==> src/rtl/cpu_pkg.sv <==
// cpu_pkg: shared instruction-class, ALU-op and sequencer-state encodings
package cpu_pkg;
  localparam logic [1:0] CLS_LOAD  = 2'b00;
  localparam logic [1:0] CLS_STORE = 2'b01;
  localparam logic [1:0] CLS_MOVE  = 2'b10;
  localparam logic [1:0] CLS_ALU   = 2'b11;
  localparam logic [1:0] ALU_ADD = 2'b00;
  localparam logic [1:0] ALU_SUB = 2'b01;
  localparam logic [1:0] ALU_AND = 2'b10;
  localparam logic [1:0] ALU_NOT = 2'b11;
  typedef enum logic [1:0] {ST_FETCH, ST_DECODE, ST_EXEC, ST_HALT} state_e;
endpackage

==> src/rtl/instruction_decoder.sv <==
// instruction_decoder: splits the IR into datapath fields and strobe qualifiers
module instruction_decoder
  import cpu_pkg::*;
(
  input  logic [7:0] ir_i,
  output logic [1:0] class_o,
  output logic [1:0] dest_o,
  output logic [1:0] src_o,
  output logic [1:0] alu_op_o,
  output logic [3:0] imm_o,
  output logic       reg_wr_o,
  output logic       led_wr_o
);
  assign class_o  = ir_i[7:6];
  assign dest_o   = ir_i[5:4];
  assign src_o    = ir_i[3:2];
  assign alu_op_o = ir_i[1:0];
  assign imm_o    = ir_i[3:0];
  assign led_wr_o = class_o == CLS_STORE;
  assign reg_wr_o = !led_wr_o;
endmodule

==> src/rtl/fetch_sequencer.sv <==
// fetch_sequencer: owns the PC and IR and steps each instruction through FETCH/DECODE/EXECUTE
module fetch_sequencer
  import cpu_pkg::*;
#(
  parameter logic [3:0] PC_RESET      = 4'd1,
  parameter bit         HALT_ON_STORE = 1'b1
) (
  input  logic       Clock,
  input  logic       Reset,
  input  logic       Run,
  input  logic [7:0] Instruction,
  output logic [3:0] ProgramCounter,
  output logic [1:0] Class,
  output logic [1:0] DestSel,
  output logic [1:0] SrcSel,
  output logic [1:0] AluOp,
  output logic [3:0] ImmValue,
  output logic       RegWrite,
  output logic       LedWrite,
  output logic       Halted
);
  state_e     state_q, state_d;
  logic [3:0] pc_q, pc_d;
  logic [7:0] ir_q, ir_d;
  logic       reg_wr, led_wr;

  instruction_decoder u_dec (
    .ir_i    (ir_q),
    .class_o (Class),
    .dest_o  (DestSel),
    .src_o   (SrcSel),
    .alu_op_o(AluOp),
    .imm_o   (ImmValue),
    .reg_wr_o(reg_wr),
    .led_wr_o(led_wr)
  );

  always_ff @(posedge Clock or posedge Reset) begin
    if (Reset) begin
      state_q <= ST_FETCH;
      pc_q    <= PC_RESET;
      ir_q    <= 8'h00;
    end else begin
      state_q <= state_d;
      pc_q    <= pc_d;
      ir_q    <= ir_d;
    end
  end

  always_comb begin
    state_d = state_q;
    pc_d    = pc_q;
    ir_d    = ir_q;
    case (state_q)
      ST_FETCH: begin
        ir_d    = Run ? Instruction : ir_q;
        state_d = Run ? ST_DECODE : ST_FETCH;
      end
      ST_DECODE: state_d = ST_EXEC;
      ST_EXEC: begin
        pc_d    = pc_q + 4'd1;
        state_d = (led_wr && HALT_ON_STORE) ? ST_HALT : ST_FETCH;
      end
      default: state_d = ST_HALT;
    endcase
  end

  // Strobes derive only from registered state and IR, so reset clears them at once
  assign RegWrite       = state_q == ST_EXEC && reg_wr;
  assign LedWrite       = state_q == ST_EXEC && led_wr;
  assign Halted         = state_q == ST_HALT;
  assign ProgramCounter = pc_q;
endmodule

==> config.mk <==
export PLATFORM = sky130hd
export DESIGN_NAME = fetch_sequencer
export DESIGN_NICKNAME = d
export VERILOG_FILES = /design/src/rtl/cpu_pkg.sv /design/src/rtl/instruction_decoder.sv /design/src/rtl/fetch_sequencer.sv
export SDC_FILE = /design/constraint.sdc
export NUM_CORES = 1
export LEC_CHECK = 0
export BUFFER_PORTS_ARGS = -buffer_cell sky130_fd_sc_hd__clkbuf_2
export CAP_MARGIN = 20
export CORE_MARGIN = 2
export CORE_UTILIZATION = 35
export CTS_CLUSTER_SIZE = 10
export DETAILED_ROUTE_END_ITERATION = 10
export GPL_TIMING_DRIVEN = 0
export HOLD_SLACK_MARGIN = 0.06
export SYNTH_ARGS = -nofsm -noshare
export SYNTH_HDL_FRONTEND = slang
export SYNTH_SLANG_ARGS = --single-unit
==> constraint.sdc <==
create_clock -name Clock -period 3.5 [get_ports Clock]
set_clock_uncertainty 0.1 [all_clocks]
set_input_delay 0.7 -clock Clock [delete_from_list [all_inputs] [get_ports Clock]]
set_output_delay 0.7 -clock Clock [all_outputs]
set_load 0.02 [all_outputs]
==> results by stage, run 1 <==
Yosys:
- Counting instances in the post-synthesis netlist gives the leading cell types as dfrtp_1, mux2_2, buf_4, nand2_1, xnor2_1.
- In this run, distinct cell masters in the synthesized netlist total 17.
- The count of state elements after synthesis is 14.
- The fraction of synthesis flops using an asynchronous set or reset pin is 1.00.
- The synthesized netlist cell count is 46.
- The share of the synthesized area in compound gates (AO/OA/AOI/OAI) is 0.0205.
- A synthesized cell averages 13.2 µm².
- Of the total synthesized cell area, the portion taken by AND, OR, NAND and NOR gates is 0.136.
- The post-synthesis share of cell area spent on xor and xnor gates is 0.0431.
- The net count of the mapped netlist is 58.
- After synthesis, the largest family of logic cells by area is multiplexers.
- The most used flip-flop cell after synthesis is dfrtp_1.
- Of the total synthesized cell area, the portion taken by full adders, half adders and majority gates is 0.0205.
- In this run, synthesis inferred 0 flip-flops with an integrated enable.
- The Yosys step of the flow raised 0 warnings.
- The mapped cell area is 609 µm².
- By instance count, the leading cell after synthesis is dfrtp_1.
- The area fraction of the dominant cell type after synthesis is 0.534.
- Ranked by total cell area, the synthesized netlist is headed by dfrtp_1, mux2_2, buf_4.
- dfrtp_1 takes more of the synthesized area than any other cell.
- The portion of the post-synthesis area used by sequential elements is 0.577.
- The mux share of post-synthesis cell area is 0.148.

CTS:
- The total number of clock tree sinks is 14.
- Buffers inserted during clock tree synthesis total 3.
- In this run the number of H-tree levels came out at 1.
- The number of setup buffers added after CTS is 0.
- The deepest clock path buffer count is 2.
- After clock tree synthesis, the clock-pin slew on the worst setup and hold paths is 0.08 ns.
- Buffers inserted to repair hold after CTS numbered 0.
- The number of gates resized after cts is 0.
- TritonCTS built the clock tree.
- The root cell of the clock tree is clkbuf_4.
- Clock latency on the worst-skew pair, taken at its later pin, is 0.28 ns.

Critical path:
- The critical path launch point type is a flop.
- The top fanout value on the critical path is 6.
- STA classifies the critical path endpoint as an output port.
- The required time reported for the critical path endpoint is 2.70 ns.
- STA puts the critical path data arrival time at 1.29 ns.
- The start-to-end type of the worst setup path is flop to output port.
- The worst reg-to-reg setup slack is 1.98 ns.

Timing:
- The final clock period utilization by the worst path is 0.597.
- After layout, the minimum clock period comes to 2.09 ns.
- The final count of pins violating max slew was 0.
- Setup violations remaining at the end of the flow were counted as 0.
- Measured against its own limit, the worst slew margin works out to 0.645.
- Setup repair after global routing left no endpoint under its margin.
- The final number of hold-violating endpoints is 0.
- The measured slew at the worst slew-check pin is 0.532 ns.
- For this run, the top clock speed supported by timing is 478 MHz.
- After routing, the total negative slack on setup checks comes to 0 ns.

Job:
- The reported max-cap violation count is 0.

Finish:
- From synthesis to final layout, the design area changed by 33.3%.
- Measured on the finished design, the core utilization comes to 0.481.
- The antenna cell count is 0.
- The share of post-route cells with drive strength above 1 is 0.595.
- The cell area after layout is 812 µm².
- The fill cell total of the finished layout is 175.
- The total number of nets in the final design is 92.
- The post-route non-filler standard cell count is 96.

Routing:
- The first-pass detailed-route iteration total is 3.
- The DRC violations left is 0.
- Dividing the detail-routed via count by the number of cells gives 4.54.
- In this run the remaining antenna-violating nets after routing total 0.
- The DRC violation total after the first TritonRoute iteration is 1.
- The number of vias in the routed layout is 436.
- In the final routed layout, each cell accounts on average for 10.8 µm.
- The aggregate routed wire length is 1030 µm.

Global route:
- The most crowded layer after global routing is met2.
- The met2 track demand over resource in global routing is 0.175.
- The number of global-route vias before repair is 393.
- The maximum number of pins on one net before global-route repair is 15.
- The global route total overflow is 0.
- The initial antenna violation count is 0.
- For this run, global-route usage on met1 was measured as 0.134.
- The first-pass GRT wire length is 1630 µm.
- The global-route usage over all layers is 0.117.
- The met3 capacity usage during global routing is 0.0714.

Placed design:
- The cell count after placement is 92.
- The count of input and output buffers is 29.
- In this run the cell area measured after placement is 776 µm².
- The final weighted congestion of routability-driven global placement is 0.628.

Power:
- After layout, the design draws a total of 0.886 mW.
- IR analysis of the VDD net gives a maximum drop of 458 µV.
- The leakage dissipation is 0.424 nW.
- The power density normalized to cell area is 1090 mW/mm².

Floorplanning:
- The die span in y is 45.7 µm.
- The die span in x is 45.7 µm.
- The core outline area is 0.00169 mm².
- The die covers 0.00209 mm².
- During I/O placement, the number of pins put on the boundary was 30.
- In this run the core area contains 15 standard-cell rows.
- The effective utilization at floorplan is 0.361.

Hold path:
- The min-delay analysis places its worst path in the category input port to asynchronous set/reset pin.

Run status:
- The run finished with clean final reports.
==> per-layer routing <==
metal / vias to the layer above / wire (µm)
li1: 217 / -
met1: 200 / 450
met2: 17 / 485
met3: 2 / 88
met4: 0 / 10
met5: - / 0
==> flip-flops by register name (all words and copies together), names as in the netlist <==
name / flops
state_q: 2
ProgramCounter: 4
ir_q: 8
==> worst max-delay path, stage by stage (launching register included) <==
cell and delay, ns:
dfrtp_1 0.45, and2b_1 0.27, and2_1 0.13, clkbuf_2 0.16
==> cell type report <==
class,instances,area [µm²],share of cell area
inverters,1,3.75,0.00462
well taps,17,21.3,0.0262
flip-flops and latches,14,352,0.433
clock buffers,4,36.3,0.0447
plain buffers,4,30.0,0.0370
multi-input cells,27,224,0.276
repair buffers,29,145,0.179
==> metrics by stage <==
stage / hold slack [ns] / worst slack (ns)
after global placement: 0.362 / 1.67
after global routing: 0.353 / 1.33
after CTS: 0.335 / 1.40
final: 0.325 / 1.41
after floorplan: 0.434 / 1.78
after detailed placement: 0.362 / 1.65
==> cells in the final DEF, fill, tap and decap left out, types with 2 or more instances in the layout <==
| master | instances |
|---|---|
| dfrtp_1 | 13 |
| xnor2_1 | 3 |
| clkbuf_2 | 29 |
| nand2_1 | 4 |
| nand2b_1 | 2 |
| clkbuf_4 | 3 |
| and2_1 | 2 |
| buf_4 | 4 |
| mux2_2 | 8 |
==> final timing paths <==
check	from	to	cells after the start
max in group asynchronous	Reset	ProgramCounter[0]	2
hold reg to reg	ProgramCounter[3]	ProgramCounter[3]	1
min in group Clock	ProgramCounter[3]	ProgramCounter[3]	1
setup / recovery	state_q[0]	LedWrite	3
hold / removal	Reset	ProgramCounter[3]	2
setup reg to reg	state_q[0]	ir_q[2]	2
==> where the power goes <==
group / switching [mW] / leakage, nW / total (mW) / internal [mW]
clock network: 0.0505 / 0.0210 / 0.114 / 0.0633
logic: 0.249 / 0.238 / 0.450 / 0.201
registers: 0.0718 / 0.165 / 0.323 / 0.251
==> cells by family (layout without fill, tap and decap cells) <==
group	count (synthesis)	count (layout)
muxes	8	8
adders and majority gates	1	1
buffers and inverters	5	38
DFF	14	14
xor gates and xnor gates	3	3
AOI/OAI and AO/OA	2	2
and+or+nand+nor	13	13
Power figures use the tool's default switching activity.
==> inputs of run 2 (changes only) <==
clock period = 2 ns   (was 3.5 ns; I/O delays follow)
==> run 2 against run 1 <==
  * First-iteration DRC count is the same
  * Setup slack lost 1.2 ns
  * Sequential share of layout area shrank 0.53 points
  * Critical path type unchanged
  * Highest routed layer unchanged
==> results by stage, run 2 (same netlist as run 1, synthesis figures left out) <==
Run status:
- Result of the run: finished, final reports clean (unchanged).

CTS:
- The maximum level of the CTS H-tree is 1 (unchanged).
- The clock latency on the worst-skew pair came to 0.28 ns (about the same).
- The number of gates resized after cts came to 0 (unchanged).
- The number of buffers added by the clock tree synthesis step is 3 (unchanged).
- The hold buffer count at CTS is 1 (was 0).
- The CTS tree is done (unchanged).
- The total number of clock tree sinks was 14 (unchanged).
- The root cell of the clock tree is clkbuf_4 (unchanged).
- The clock edge transition at the registers on the reported setup and hold paths is 0.08 ns (about the same).
- The deepest clock path buffer count is 2 (unchanged).
- The number of setup buffers added after CTS is 0 (unchanged).

Timing:
- The shortest period the worst path allows is 1.79 ns.
- The measured slew at the worst slew-check pin is 0.532 ns (about the same).
- The setup total negative slack is 0 ns (unchanged).
- The number of setup violations in the final report is 0 (unchanged).
- The timing-limited maximum frequency is 559 MHz.
- The minimum hold slack was 0.249 ns (was 0.325 ns).
- Of the available clock period, the critical path in the final layout requires 0.895.
- Setup repair after global routing missed its margin: no (unchanged).
- The worst slew margin relative to its limit is 0.645 (about the same).
- The final count of pins violating max slew is 0 (unchanged).
- The final number of hold-violating endpoints is 0 (unchanged).

Routing:
- The first-pass detailed-route iteration total is 3 (unchanged).
- The DRC violation total after the first TritonRoute iteration is 1 (unchanged).
- The number of vias in the routed layout is 440 (was 436).
- The DRC violations left came to 0 (unchanged).
- The detail-routed net length per standard cell is 10.7 µm (was 10.8 µm).
- The ratio of routed vias to standard cells is 4.54 (about the same).
- The number of nets with antenna violations after routing came to 0 (unchanged).
- The aggregate routed wire length came to 1040 µm (was 1030 µm).

Finish:
- The antenna cell count is 0 (unchanged).
- The post-route non-filler standard cell count was 97 (was 96).
- The flip-flop count of the largest register, all copies and words added is 8 (unchanged).
- The share of post-route cells with drive strength above 1 is 0.588 (was 0.595).
- Leading cell types in the layout, fill and taps excluded: clkbuf_2, dfrtp_1, mux2_2 (unchanged).
- The layout-stage area growth over the synthesis result is 34.9% (was 33.3%).
- The most common library cell in the layout ignoring fill and taps is clkbuf_2 (unchanged).
- The largest register by flop count was ir_q (unchanged).
- The fill cell total of the finished layout is 174 (was 175).
- The total number of nets in the final design is 93 (was 92).

Placed design:
- The count of input and output buffers was 29 (unchanged).
- The final weighted congestion of routability-driven global placement is 0.628 (unchanged).
- The cell count after placement is 92 (unchanged).

Floorplanning:
- The die footprint is 0.00209 mm² (unchanged).
- The core outline area was 0.00169 mm² (unchanged).
- The die span in x is 45.7 µm (unchanged).
- The die span in y was 45.7 µm (unchanged).
- The I/O pin total is 30 (unchanged).
- The effective utilization at floorplan is 0.361 (unchanged).
- The row count was 15 (unchanged).

Global route:
- The global-route usage over all layers is 0.117 (unchanged).
- The first-pass GRT wire length is 1630 µm (unchanged).
- The initial antenna violation count is 0 (unchanged).
- The number of global-route vias before repair is 393 (unchanged).
- The maximum number of pins on one net before global-route repair was 15 (unchanged).
- The global route total overflow is 0 (unchanged).

Critical path:
- The worst reg-to-reg setup slack is 0.48 ns (was 1.98 ns).
- The worst reg2reg path startpoint is state_q[0] (unchanged).
- The buffering stage count on the worst path with inverters included is 1 (unchanged).
- The start-to-end type of the worst setup path is flop to output port (unchanged).
- The type of destination of the critical path is an output port (unchanged).
- The slowest library cell on the worst path was dfrtp_1 (unchanged).
- The worst path arrival time is 1.29 ns (about the same).
- The launching instance or port of the critical path is state_q[0] (unchanged).
- The critical path launch point type is a flop (unchanged).
- The required time reported for the critical path endpoint is 1.50 ns (was 2.70 ns).
- Sequence of cells on the critical path: and2b_1 > and2_1 > clkbuf_2 (unchanged).
- The kind of cell with the highest combined delay on the critical path is flip-flops (unchanged).
- The number of gates on the worst path with buffers counted came to 3 (unchanged).
- The top fanout value on the critical path came to 6 (unchanged).
- The depth of the most critical reg-to-reg path came to 2 (unchanged).
- The highest cell delay on the worst timing path is 0.45 ns (about the same).
- The endpoint of the worst-slack reg-to-reg timing path is ir_q[2] (unchanged).

Power:
- The power density normalized to cell area is 1890 mW/mm² (was 1090 mW/mm²).
- The maximum ir drop on the vdd rail is 802 µV (was 458 µV).
- The leakage dissipation was 0.428 nW (was 0.424 nW).
- The overall power after layout came to 1.55 mW (was 0.886 mW).

Hold path:
- The type of the worst min-delay path is input port to flop (was input port to asynchronous set/reset pin).
- The worst hold path stage count is 2.
- The worst hold path terminates at ir_q[7].
- In this run the most critical hold path is launched from Instruction[7].

Job:
- The reported max-cap violation count came to 0 (unchanged).
==> run 2: where the power goes <==
group | switching, mW | internal, mW
clock network | 0.0884 | 0.111
registers | 0.126 | 0.439
logic | 0.436 | 0.353
total | 0.650 | 0.903
==> run 2: cell type report <==
type	instances	area [µm²]	area share
Sequential cell	14	352	0.428
Tap cell	17	21.3	0.0259
Inverter	1	3.75	0.00457
Buffer	4	30.0	0.0365
Clock buffer	4	36.3	0.0441
Timing Repair Buffer	30	155	0.189
Multi-Input combinational cell	27	224	0.272
==> run 2: per-layer routing <==
| layer | track usage | vias to the layer above | routed length [µm] |
|---|---|---|---|
| met4 | 0.0514 | 0 | 10 |
| met2 | 0.175 | 17 | 484 |
| met3 | 0.0714 | 2 | 88 |
| met1 | 0.134 | 202 | 451 |
| met5 | 0 | - | 0 |
| li1 | - | 219 | - |
==> run 2: worst max path at each step <==
stage               slack (ns)        to
global route              0.13  LedWrite
finish                    0.21  LedWrite
global placement          0.47   ir_q[1]
CTS                       0.20  LedWrite
detailed placement        0.45   ir_q[2]
floorplan                 0.58  LedWrite
==> run 2: stage by stage <==
stage	utilization	area [µm²]	setup WS [ns]
global route	0.487	822	0.125
CTS	0.487	822	0.195
detailed placement	0.459	776	0.451
global placement	0.459	776	0.466
finish	0.487	822	0.210
floorplan	-	609	0.575
